### src/rtl/controlador_barrido.sv
// controlador_barrido: 8-digit 7-segment scan sequencer with blanking, PWM brightness and frame-synchronous double buffering.
// Optional leading-zero suppression is enabled by defining SUPRIMIR_CEROS_EN.
module controlador_barrido #(
    parameter int DIV_TICK  = 100000,
    parameter int BLANK_CYC = 16,
    parameter int N_DIG     = 8
) (
    input  logic        clk,
    input  logic        rst,
    input  logic [31:0] datos_in,
    input  logic        cargar,
    input  logic [7:0]  habilitar_dig,
    input  logic [2:0]  brillo,
    output logic [7:0]  anodo,
    output logic [3:0]  digito,
    output logic [2:0]  indice,
    output logic        fin_cuadro,
    output logic        pendiente
);
    localparam int CW = $clog2(DIV_TICK);
    localparam logic [CW-1:0] LAST = CW'(DIV_TICK - 1);
    localparam logic [CW-1:0] STEP = CW'((DIV_TICK - BLANK_CYC) >> 3);
    localparam logic [2:0] IDX_LAST = 3'(N_DIG - 1);

    typedef enum logic [1:0] {S_BLANK, S_ON, S_OFF} estado_t;

    estado_t        state_q, state_d;
    logic [CW-1:0]  cnt_q, cnt_d, on_end;
    logic [2:0]     idx_q, idx_d, brillo_q, brillo_d;
    logic [7:0]     anodo_q, anodo_d;
    logic [3:0]     digito_q, digito_d;
    logic           fin_q, fin_d, pend_q, pend_d, wrap, xfer, vis;
    logic [31:0]    act_q, act_d, sh_q, sh_d;

`ifdef SUPRIMIR_CEROS_EN
    logic [7:0] mask_q, mask_d, elig;
    logic       nz;
    // A digit is eligible if it or any more significant nibble is nonzero; digit 0 always is.
    always_comb begin
        nz = 1'b0;
        elig = 8'h01;
        for (int i = 7; i >= 1; i--) begin
            nz = nz | (sh_q[4*i +: 4] != 4'd0);
            elig[i] = nz;
        end
        mask_d = xfer ? elig : mask_q;
    end
    always_ff @(posedge clk)
        mask_q <= rst ? 8'h01 : mask_d;
    assign vis = habilitar_dig[idx_d] & mask_q[idx_d];
`else
    assign vis = habilitar_dig[idx_d];
`endif

    always_ff @(posedge clk) begin
        if (rst) begin
            state_q  <= S_BLANK;
            cnt_q    <= '0;
            idx_q    <= '0;
            brillo_q <= '0;
            anodo_q  <= 8'hFF;
            digito_q <= '0;
            fin_q    <= 1'b0;
            pend_q   <= 1'b0;
            act_q    <= '0;
            sh_q     <= '0;
        end else begin
            state_q  <= state_d;
            cnt_q    <= cnt_d;
            idx_q    <= idx_d;
            brillo_q <= brillo_d;
            anodo_q  <= anodo_d;
            digito_q <= digito_d;
            fin_q    <= fin_d;
            pend_q   <= pend_d;
            act_q    <= act_d;
            sh_q     <= sh_d;
        end
    end

    // Outputs are computed from next-state values so the registered anodes line up with cnt.
    always_comb begin
        wrap     = cnt_q == LAST;
        cnt_d    = wrap ? '0 : cnt_q + 1'b1;
        idx_d    = wrap ? ((idx_q == IDX_LAST) ? 3'd0 : idx_q + 3'd1) : idx_q;
        brillo_d = (cnt_q == '0) ? brillo : brillo_q;
        digito_d = (cnt_q == '0) ? act_q[4*idx_q +: 4] : digito_q;
        on_end   = CW'(BLANK_CYC - 1) + STEP * (CW'(brillo_q) + CW'(1));
        state_d  = (state_q == S_BLANK) ? ((cnt_q == CW'(BLANK_CYC - 1)) ? S_ON : S_BLANK)
                 : wrap ? S_BLANK
                 : (state_q == S_ON && cnt_q == on_end) ? S_OFF : state_q;
        anodo_d  = (state_d == S_ON && vis) ? ~(8'd1 << idx_d) : 8'hFF;
        fin_d    = (cnt_d == LAST) && (idx_d == IDX_LAST);
        xfer     = fin_q & pend_q;
        act_d    = xfer ? sh_q : act_q;
        sh_d     = cargar ? datos_in : sh_q;
        pend_d   = cargar | (pend_q & ~fin_q);
    end

    assign anodo      = anodo_q;
    assign digito     = digito_q;
    assign indice     = idx_q;
    assign fin_cuadro = fin_q;
    assign pendiente  = pend_q;
endmodule

### config.mk
export PLATFORM = sky130hd
export DESIGN_NAME = controlador_barrido
export DESIGN_NICKNAME = d
export VERILOG_FILES = /design/src/rtl/controlador_barrido.sv
export SDC_FILE = /design/constraint.sdc
export NUM_CORES = 1
export LEC_CHECK = 0
export CORE_UTILIZATION = 60
export CTS_BUF_LIST = sky130_fd_sc_hd__clkbuf_4 sky130_fd_sc_hd__clkbuf_8
export CTS_CLUSTER_SIZE = 12
export DETAILED_ROUTE_END_ITERATION = 10
export PLACE_DENSITY = 0.95
export SYNTH_ARGS = -nofsm -noshare
export SYNTH_HDL_FRONTEND = slang
export SYNTH_SLANG_ARGS = --single-unit
export TNS_END_PERCENT = 20
### constraint.sdc
create_clock -name clk -period 11.34 [get_ports clk]
set_input_delay 2.268 -clock clk [delete_from_list [all_inputs] [get_ports clk]]
set_output_delay 2.268 -clock clk [all_outputs]
set_load 0.03 [all_outputs]
; ---- Word level (Yosys, flattened, before mapping)
; Cells that the tools add are included.
[word_totals]
reg_bits = 103
latch_bits = 0
ramBits = 0
mem_bits_ro = 0
in_bits = 46
elab_cells = 47
memories = 0
[op_classes]
add_sub_neg = 4
mul = 1
div_mod_pow = 0
magnitude_cmp = 1
eq_ne = 8
shift = 2
n_mux = 9
n_bitwise = 6
reduce_logical = 6
[ops]
columns = op, count
row1 = $eq 17x17->1 const B, 2
row2 = $shiftx 32x6->4, 1
row3 = $add 17x1->17 const B, 1
row4 = $add 4x17->17 const A, 1
row5 = $eq 17x17->1, 1
row6 = $eq 17x4->1 const B, 1
row7 = $logic_not 17->1, 1
row8 = $mux 17, 1
row9 = $mul 13x4->16 const A, 1
row10 = $not 8->8, 1
row11 = $shl 1x3->8 const A, 1
row12 = $eq 3x3->1 const B, 2
row13 = $mux 2, 3
row14 = $mux 3, 2
row15 = $add 3x1->4 const B, 1
row16 = $eq 2x1->1 const B, 2
row17 = $lt 3x4->1 const B, 1
row18 = $add 3x1->3 const B, 1
row19 = $bmux 1 s3, 1
row20 = $logic_and 1x1->1, 3
row21 = $and 1x1->1, 2
row22 = $logic_not 2->1, 1
row23 = $mux 1, 2
row24 = $not 1->1, 2
row25 = 2 further kinds, 2

; ---- Logic depth before layout (Yosys ltp)
; Gate-level depths: netlist (run 1).
[logic_depth]
word_depth = 12
depth_mapped = 15
ltp_nobuf = 14

; ---- Least setup slack after synthesis (run 1)
; OpenSTA, ideal clock, no wires.
[synth_path]
path_kind = reg-to-reg
from = register brillo_q[1]
to = register state_q[0]
setup_time_ns = 0.117
arrival_time_ns = 3.446
required_time_ns = 11.223
path_slack_ns = 7.777
path_stages_with_launch = 15
period_less_slack_ns = 3.563
cell_sequence = dfxtp_1 > ha_1 > xor2_2 > inv_1 > ha_1 > inv_1 > ha_1 > ha_1 > and3b_1 > o211ai_1 > or3_1 > a32oi_1 > and4b_1 > o311ai_4 > a22o_1
[synth_via]
elab_chain_cells = 8
[synth_rtl]
columns = item, line_no
row1 = start: declaration, 29  ; logic [2:0] idx_q, idx_d, brillo_q, brillo_d;
row2 = start signal: assignment, 71  ; brillo_q <= brillo_d;
row3 = $add 3x1->4, 88  ; on_end = CW'(BLANK_CYC - 1) + STEP * (CW'(brillo_q) + CW'(1));
row4 = $mul 13x4->16, 88
row5 = $add 4x17->17, 88
row6 = $eq 17x17->1, 91  ; : (state_q == S_ON && cnt_q == on_end) ? S_OFF : state_q;
row7 = $logic_and 1x1->1, 91
row8 = $mux 2, 91
row9 = $mux 2, 90  ; : wrap ? S_BLANK
row10 = $mux 2, 89  ; state_d = (state_q == S_BLANK) ? ((cnt_q == CW'(BLANK_CYC - 1)) ? S_ON : S_BLANK)
row11 = end signal: assignment, 68  ; state_q <= state_d;
row12 = end: declaration, 27  ; estado_t state_q, state_d;
; Every way passes these cells.
; A chain may end at the register's enable or synchronous reset.

; ---- Worst setup path in the final report (run 1)
[layout_path]
from = register idx_q[0] (netlist: indice[0])
to = output indice[0]
[layout_lines]
columns = item, line_no
row1 = start: declaration, 29
row2 = start signal: assignment, 70  ; idx_q <= idx_d;
row3 = end: declaration, 16  ; output logic [2:0] indice,
; No word-level cell between the ends.

==> results of run 1 <==
[worst max-delay path by stage]
stage | startpoint | to | cells past startpoint
finish | indice[0] | indice[0] | 1
global route | brillo_q[0] | anodo[2] | 14
CTS | indice[0] | indice[0] | 1
detailed placement | brillo_q[0] | state_q[0] | 14
global placement | brillo_q[0] | state_q[0] | 14
floorplan | brillo_q[1] | state_q[0] | 14
[per-stage QoR]
step	worst slack, ns	util	instances	power [W]	cell area (µm²)
6_report	7.08	0.708	760	0.000752	6180
5_1_grt	6.78	0.708	760	0.000783	6180
4_1_cts	7.08	0.708	760	0.000753	6180
3_5_place_dp	7.15	0.685	744	0.000520	5970
3_3_place_gp	7.29	0.685	744	0.000517	5970
2_1_floorplan	7.78	-	616	0.000482	5410
[cell usage in the layout (no fill, tap or decap), types with 4 or more instances in the layout]
cell / synthesis / routed
o21ai_1: 11 / 11
or3_1: 5 / 5
nor2_1: 76 / 76
and2_1: 6 / 6
o21ai_0: 9 / 9
nor3b_1: 4 / 4
nor3_1: 13 / 13
inv_1: 15 / 15
nand2_1: 85 / 85
ha_1: 19 / 19
and3_1: 4 / 4
a211oi_1: 7 / 7
nand4_1: 6 / 6
nor4_1: 8 / 8
a21oi_1: 37 / 37
xnor2_1: 21 / 21
mux4_2: 8 / 8
clkdlybuf4s50_1: 0 / 60
clkbuf_8: 0 / 10
mux2i_1: 41 / 41
dfxtp_1: 103 / 103
nand3_1: 15 / 15
xor2_1: 14 / 14
a21boi_0: 4 / 4
[layout make-up]
class                   instances  area, µm²  area share
inverters                      15       56.3     0.00911
clock buffers                  10        138      0.0223
clock inverters                 6       67.6      0.0109
repair buffers                 63        618       0.100
well taps                     108        135      0.0219
flip-flops and latches        103       2060       0.334
multi-input cells             455       3100       0.502
[synthesized netlist by cell type (all sizes together), types with 2 or more instances]
cell     count  area, µm²
a311oi       3       26.3
mux2         2       22.5
and4b        2       20.0
a211oi       8       65.1
nand2       85        319
o311ai       2       35.0
buf         14       88.8
nor2        78        298
nor2b        2       12.5
a21oi       37        185
or3          5       31.3
nor4        10       83.8
mux4         8        180
a21boi       4       30.0
nor3b        4       30.0
a2bb2oi      3       26.3
dfxtp      103       2060
o211ai       2       20.0
nor3        15       85.1
and3b        2       17.5
and4         3       26.3
ha          19        238
clkbuf      29        110
and2         7       46.3
xor2        16        155
xnor2       22        211
nor4b        2       23.8
inv         15       56.3
nand3       16       85.1
o21ai       20        100
mux2i       41        410
nand4        6       37.5
o31ai        3       27.5
nand3b       3       22.5
o21bai       3       22.5
or2          2       12.5
and3         4       25.0
o22ai        2       12.5
[report_power, final]
part	internal [W]	switching (W)	total, W
clock network	0.000109	0.000127	0.000236
logic	0.0000623	0.0000710	0.000133
registers	0.000372	0.0000104	0.000382
[layer usage]
metal | vias to the layer above | GRT usage | share of wire
met5 | - | 0 | 0
met4 | 0 | 0.154 | 0.042
met3 | 64 | 0.0441 | 0.050
met2 | 209 | 0.543 | 0.52
met1 | 2210 | 0.322 | 0.39
li1 | 2189 | - | -
[logic make-up (layout without fill, tap and decap cells)]
group / Yosys count / count (layout) / synth area share
flip-flops: 103 / 103 / 0.381
AO/OA/AOI/OAI: 95 / 95 / 0.116
XOR/XNOR: 40 / 40 / 0.0763
adder cells (fa/ha/maj): 19 / 19 / 0.0439
AND/OR/NAND/NOR: 249 / 249 / 0.222
buffers and inverters: 58 / 94 / 0.0472
multiplexers: 51 / 51 / 0.113
other: 1 / 1 / 0.000693
[sequential cells by signal (all words and copies together) (netlist names)]
register    flops
act_q          32
digito          4
indice          3
cnt_q          17
anodo           8
brillo_q        3
state_q         2
pendiente       1
sh_q           32
fin_cuadro      1
==> impl_metrics.csv, run 1 <==
group,metric,value,unit
critical_path,worstReg2RegStart,"brillo_q[0]",
critical_path,cp_num_buf_inv,1,
routing,drc,0,
routing,dr.pass1.iters,6,
pwr,vdd_drop_max,114,µV
synthesis,synthDistinctLibCells,70,
synthesis,synth_nets,681,
sta,max_slew.worst_pin.slew,1.18,ns
layout,fin_nets,712,
status,status,"complete, no violations",
synthesis,ys_seq_elements,103,
critical_path,r2r_end,"state_q[0]",
placement,port_buffers,62,
routing,wl,13400,µm
clock_network,cts-root-buf,"clkbuf_8",
sta,fin_crit,4.26,ns
grt,grt_pass1_wl,22200,µm
min_path,worstHoldStart,"act_q[23]",
placement,dp_hpwl,8970,µm
routing,drtAntennaViolNets,0,
min_path,hold_end,"act_q[23]",
synthesis,netlist_area,0.00541,mm²
critical_path,cp_max_fo,13,
synthesis,yosysSeqAreaShare,0.381,
critical_path,cp-end-kind,"primary output",
sta,drv_slew,0,
sta,finalSetupTns,0,ns
grt,grt_util_all_layers,0.294,
layout,drive_gt1_frac,0.0752,
critical_path,critPathSlowestCell,"dfxtp_1",
clock_network,clk_pin_slew,0.10,ns
sta,max_freq,235,MHz
pwr,powerDensity,122,mW/mm²
clock_network,clk_path_buf_depth,2,
floorplan,die_x,97.0,µm
min_path,worstHoldPathCells,2,
run,maxCapViolations,0,
synthesis,syn_inst,616,
synthesis,synth_ff_type,"dfxtp_1",
critical_path,setup.worst_path.class,"reg -> out",
synthesis,synth-edff-count,0,
routing,drt_iter0_drc,413,
grt,grt_max_degree,84,
floorplan,io_pins,63,
clock_network,h-tree-depth,3,
synthesis,ys_warn_count,0,
floorplan,die_area,0.00941,mm²
critical_path,crit_path_max_incr_delay,0.82,ns
routing,vias_per_cell,6.15,
sta,slew_headroom,0.213,
floorplan,rows,34,
sta,skew,0.00649,ns
synthesis,async_flop_share,0,
sta,fin_crit_sh,0.376,
clock_network,clock_latency,0.37,ns
layout,antennaDiodeCount,0,
layout,syn2layout_area_growth,14.1,%
critical_path,start_kind,"register",
floorplan,initial_utilization,0.621,
placement,gp_congestion,0.887,
routing,vias,4672,
synthesis,avgSynthCellArea,8.79,µm²
routing,post_drt_wl_per_cell,17.6,µm
grt,antenna_found_initial,0,
grt,grt_pass1_vias,4752,
floorplan,core-area,0.00872,mm²
min_path,hp-class,"reg -> reg",
pwr,p_leak,2.28,nW
clock_network,ctsResizeCount,0,
sta,rsz0062_at_grt,"no",
critical_path,required,9.07,ns
critical_path,cp_top_family,"flip-flops",
clock_network,cts_num_sinks,103,
floorplan,die_h,97.0,µm
clock_network,cts_setup_buffers,0,
sta,timing_hold_violations_final,0,
critical_path,cp.arrival,1.99,ns
sta,finalSetupViolCount,0,
clock_network,holdBufCountCts,0,
layout,num-fill-cells,597,
critical_path,worstPathCellList,"clkdlybuf4s50_1",
grt,grt-ovfl-total,0,
critical_path,reg2reg_depth,14,
clock_network,cts_buffers,9,
sta,whs,0.459,ns
clock_network,cts_tree,"done",
critical_path,r2r_slack,7.13,ns
Power figures use the tool's default switching activity.
==> inputs of run 2 (changes only) <==
Settings changed: CORE_UTILIZATION 60 to 58, PLACE_DENSITY 0.95 to 0.92.
Clock period 11.34 ns to 4.15 ns, I/O delays scaled along.
==> impl_metrics.csv, run 2 (same netlist as run 1, synthesis figures left out) <==
group,metric,value,unit
critical_path,cp-end-kind,"register",
layout,utilization,0.701,
routing,post_drt_wl_per_cell,16.6,µm
floorplan,die_x,98.6,µm
sta,finalSetupViolCount,0,
critical_path,required,4.42,ns
layout,final_common_cell,"dfxtp_1",
critical_path,cpMostUsedCell,"ha_1",
routing,drc,0,
placement,dp.cells,746,
sta,skew,0.00752,ns
routing,vias_per_cell,6.02,
critical_path,cp.arrival,4.17,ns
sta,fin_crit_sh,0.938,
layout,syn2layout_area_growth,15.2,%
layout,fin_nets,715,
sta,timing_hold_violations_final,0,
placement,port_buffers,62,
clock_network,h-tree-depth,3,
critical_path,critPathSlowestCell,"dfxtp_2",
clock_network,holdBufCountCts,0,
clock_network,cts_buffers,9,
run,maxCapViolations,0,
routing,drtAntennaViolNets,0,
critical_path,cp_top_family,"adder cells",
sta,max_freq,257,MHz
pwr,p_int,0.00148,W
clock_network,clk_pin_slew,0.10,ns
placement,gp_congestion,0.989,
routing,drt_iter0_drc,277,
pwr,pwr-share-seq,0.507,
floorplan,die_area,0.00972,mm²
clock_network,clock_latency,0.37,ns
routing,wl,12700,µm
floorplan,die_h,98.6,µm
sta,max_slew.worst_pin.slew,1.19,ns
critical_path,cp_max_fo,11,
clock_network,cts_num_sinks,103,
layout,drive_gt1_frac,0.0855,
critical_path,cp_num_buf_inv,3,
clock_network,cts-root-buf,"clkbuf_8",
clock_network,cts_tree,"done",
grt,grt_pass1_wl,21200,µm
sta,fin_crit,3.89,ns
pwr,pwr-share-comb,0.178,
floorplan,initial_utilization,0.609,
critical_path,crit_path_max_incr_delay,0.46,ns
pwr,p_leak,2.30,nW
sta,drv_slew,0,
routing,dr.pass1.iters,5,
critical_path,setup.worst_path.class,"reg -> reg",
sta,finalSetupTns,0,ns
clock_network,clk_path_buf_depth,2,
layout,antennaDiodeCount,0,
floorplan,core-area,0.00889,mm²
placement,dp_hpwl,9190,µm
pwr,netSwitchingFraction,0.282,
status,status,"complete, no violations",
layout,final_cells,763,
grt,grt_util_all_layers,0.274,
grt,antenna_found_initial,0,
grt,grt_pass1_vias,4690,
floorplan,io_pins,63,
layout,top_regs,"act_q x32, sh_q x32, cnt_q x17",
sta,slew_headroom,0.206,
layout,layout_common_cells,"dfxtp_1, nand2_1, nor2_1, clkdlybuf4s50_1, mux2i_1",
sta,rsz0062_at_grt,"no",
pwr,vdd_drop_max,350,µV
floorplan,rows,34,
routing,vias,4597,
critical_path,start_kind,"register",
critical_path,worstPathCellList,"ha_2 > xor2_4 > inv_1 > ha_1 > inv_1 > ha_1 > ha_1 > a21boi_0 > o211ai_1 > or3_1 > a32oi_1 > and4b_1 > o311ai_4 > buf_12 > a22o_1",
grt,grt_max_degree,77,
sta,whs,0.452,ns
pwr,powerDensity,330,mW/mm²
pwr,pwr-share-clk,0.315,
grt,grt-ovfl-total,0,
min_path,hp-class,"reg -> reg",
pwr,switching_power,0.000582,W
[run 2: cell count changes in the layout (fill, tap and decap cells not counted), sizes merged]
cell,delta
clkinvlp,+1
clkbuf,-1
buf,+3
[run 2: final timing paths]
path | startpoint | cells past startpoint | end | slack [ns]
worst min-delay path | sh_q[19] | 2 | act_q[19] | 0.45
worst max-delay path | brillo_q[0] | 15 | state_q[0] | 0.26
worst max register to register | brillo_q[0] | 15 | state_q[0] | 0.26
worst min register to register | sh_q[19] | 2 | act_q[19] | 0.45
[run 2: power by group through the flow]
stage	combinational, W	clock, W	sequential, W
finish	0.000367	0.000648	0.00104
global route	0.000397	0.000690	0.00105
CTS	0.000362	0.000651	0.00104
detailed placement	0.000359	0	0.00107
global placement	0.000346	0	0.00106
floorplan	0.000255	0	0.00106
[run 2: metal layers]
layer	vias to the layer above	share of wire	track usage
li1	2200	-	-
met1	2175	0.40	0.304
met2	170	0.51	0.496
met3	52	0.046	0.0411
met4	0	0.043	0.164
met5	-	0	0
[run 2: worst reg2reg max path, stage by stage (launching register included)]
cell and delay, ns:
dfxtp_2 0.46, ha_2 0.29, xor2_4 0.23, inv_1 0.09, ha_1 0.28, inv_1 0.04, ha_1 0.31, ha_1 0.38
a21boi_0 0.20, o211ai_1 0.19, or3_1 0.40, a32oi_1 0.21, and4b_1 0.26, o311ai_4 0.11, buf_12 0.17, a22o_1 0.18
[run 2: stage by stage]
stage                     total power (W)  setup WS, ns  cell area (µm²)
after floorplan                   0.00132         0.587             5410
after global placement            0.00141         0.337             5990
after detailed placement          0.00142         0.134             5990
after CTS                         0.00206         0.109             6190
after global routing              0.00214        0.0493             6230
final                             0.00206         0.258             6230
[run 2: layout make-up]
| cell class | count | area, µm² |
|---|---|---|
| repair buffers | 66 | 653 |
| fillers | 638 | 2660 |
| clock inverters | 7 | 81.3 |
| multi-input cells | 455 | 3120 |
| inverters | 15 | 56.3 |
| flip-flops and latches | 103 | 2060 |
| clock buffers | 9 | 124 |
| well taps | 108 | 135 |
[run 2: repair_timing]
action,4_1_cts,5_1_grt
resized for setup,0,5
buffers inserted,0,1
setup endpoints to repair,0,10
==> inputs of run 3 (changes only) <==
Clock period 4.15 ns to 3.6 ns, I/O delays scaled along.
==> impl_metrics.csv, run 3 (same netlist as run 1, synthesis figures left out) <==
group,metric,value,unit
floorplan,initial_utilization,0.609,
floorplan,die_x,98.6,µm
sta,fin_crit,3.45,ns
routing,wl,13000,µm
min_path,hp-class,"reg -> reg",
critical_path,worstReg2RegStart,"brillo_q[0]",
sta,max_freq,290,MHz
pwr,pwr-share-clk,0.292,
grt,grt-ovfl-total,0,
clock_network,cts_tree,"done",
sta,drv_slew,0,
pwr,vdd_drop_max,394,µV
min_path,hold_end,"act_q[5]",
routing,dr.pass1.iters,5,
sta,finalSetupViolCount,0,
pwr,powerDensity,371,mW/mm²
min_path,worstHoldStart,"sh_q[5]",
sta,max_slew.worst_pin.slew,1.14,ns
sta,finalSetupTns,0,ns
clock_network,clock_latency,0.37,ns
critical_path,reg2reg_depth,15,
sta,fin_ws,0.152,ns
clock_network,cts_buffers,9,
layout,final_cells,776,
critical_path,cp-end-kind,"register",
layout,layout_common_cells,"dfxtp_1, nand2_1, nor2_1, clkdlybuf4s50_1, mux2i_1",
layout,fin_nets,728,
sta,timing_hold_violations_final,0,
clock_network,clk_pin_slew,0.10,ns
sta,whs,0.459,ns
layout,drive_gt1_frac,0.112,
routing,drtAntennaViolNets,0,
critical_path,start_kind,"register",
min_path,worstHoldPathCells,2,
pwr,netSwitchingFraction,0.287,
layout,top_regs,"act_q x32, sh_q x32, cnt_q x17",
pwr,p_int,0.00168,W
pwr,switching_power,0.000677,W
layout,final_common_cell,"dfxtp_1",
layout,num-fill-cells,610,
critical_path,crit_start,"brillo_q[0]",
pwr,pwr-share-comb,0.199,
sta,slew_headroom,0.240,
floorplan,die_h,98.6,µm
critical_path,setup.worst_path.class,"reg -> reg",
routing,drt_iter0_drc,328,
critical_path,cp_max_fo,10,
grt,grt_util_all_layers,0.271,
grt,grt_pass1_vias,4679,
status,status,"complete, no violations",
critical_path,cp.arrival,3.71,ns
floorplan,core-area,0.00889,mm²
pwr,p_leak,2.35,nW
pwr,pwr-share-seq,0.509,
sta,fin_crit_sh,0.958,
routing,vias,4675,
placement,gp_congestion,0.904,
clock_network,holdBufCountCts,0,
critical_path,required,3.86,ns
routing,drc,0,
floorplan,rows,34,
placement,port_buffers,62,
layout,syn2layout_area_growth,17.7,%
grt,antenna_found_initial,0,
clock_network,cts-root-buf,"clkbuf_8",
floorplan,io_pins,63,
run,maxCapViolations,0,
critical_path,r2r_slack,0.15,ns
grt,grt_max_degree,73,
clock_network,cts_num_sinks,103,
critical_path,r2r_end,"state_q[0]",
placement,dp_hpwl,9030,µm
routing,vias_per_cell,6.02,
grt,grt_pass1_wl,21000,µm
clock_network,h-tree-depth,3,
clock_network,clk_path_buf_depth,2,
layout,antennaDiodeCount,0,
sta,skew,0.00836,ns
routing,post_drt_wl_per_cell,16.7,µm
layout,utilization,0.717,
placement,dp_slack,-0.0598,ns
floorplan,die_area,0.00972,mm²
placement,dp.cells,757,
[run 3: changes by cell type in the layout (fill, tap and decap cells not counted), sizes merged]
cell      previous run  this run
clkinv               1         2
bufinv               1         0
clkbuf               9        10
buf                  6        19
clkinvlp             3         2
[run 3: power by group through the flow]
stage / Sequential (W) / Combinational, W / Clock, W
2_1_floorplan: 0.00123 / 0.000294 / 0
3_3_place_gp: 0.00122 / 0.000423 / 0
3_5_place_dp: 0.00122 / 0.000435 / 0
4_1_cts: 0.00120 / 0.000443 / 0.000696
5_1_grt: 0.00121 / 0.000507 / 0.000744
6_report: 0.00120 / 0.000471 / 0.000689
[run 3: layer usage]
metal / track usage / wire [µm] / vias up
li1: - / - / 2224
met1: 0.307 / 5190 / 2220
met2: 0.494 / 6680 / 180
met3: 0.0404 / 583 / 51
met4: 0.142 / 504 / 0
met5: 0 / 0 / -
[run 3: area by class of cell]
| cell class | count | area [µm²] | area share |
|---|---|---|---|
| clock buffers | 10 | 138 | 0.0216 |
| multi-input cells | 455 | 3170 | 0.497 |
| clock inverters | 6 | 52.6 | 0.00825 |
| inverters | 15 | 56.3 | 0.00884 |
| well taps | 108 | 135 | 0.0212 |
| flip-flops and latches | 103 | 2060 | 0.324 |
| repair buffers | 79 | 758 | 0.119 |
[run 3: worst max path at each step]
stage	endpoint	slack (ns)	cells past startpoint
3_3_place_gp	state_q[0]	0.07	15
5_1_grt	state_q[0]	-0.02	16
6_report	state_q[0]	0.15	15
2_1_floorplan	state_q[0]	0.04	14
4_1_cts	state_q[0]	0.01	15
3_5_place_dp	state_q[0]	-0.06	15
[run 3: worst max-delay path: stages (launching register included)]
cell and delay, ns:
dfxtp_2 0.38, ha_4 0.16, xor2_2 0.18, inv_1 0.09, ha_1 0.29, inv_1 0.10, ha_4 0.22, ha_4 0.28
a21boi_0 0.18, o211ai_1 0.19, or3_1 0.37, a32oi_1 0.19, and4b_1 0.26, o311ai_4 0.12, buf_12 0.17, a22o_1 0.17
[run 3: per-stage QoR]
stage                     instance area (µm²)  total power, W
after detailed placement                 6080         0.00166
after floorplan                          5410         0.00152
after global placement                   6080         0.00165
after CTS                                6290         0.00234
final                                    6370         0.00236
after global routing                     6370         0.00246
[run 3: repair_timing]
item,4_1_cts,5_1_grt
setup endpoints to repair,10,10
resized for setup,3,10
buffers inserted,0,3
pin swaps,2,4
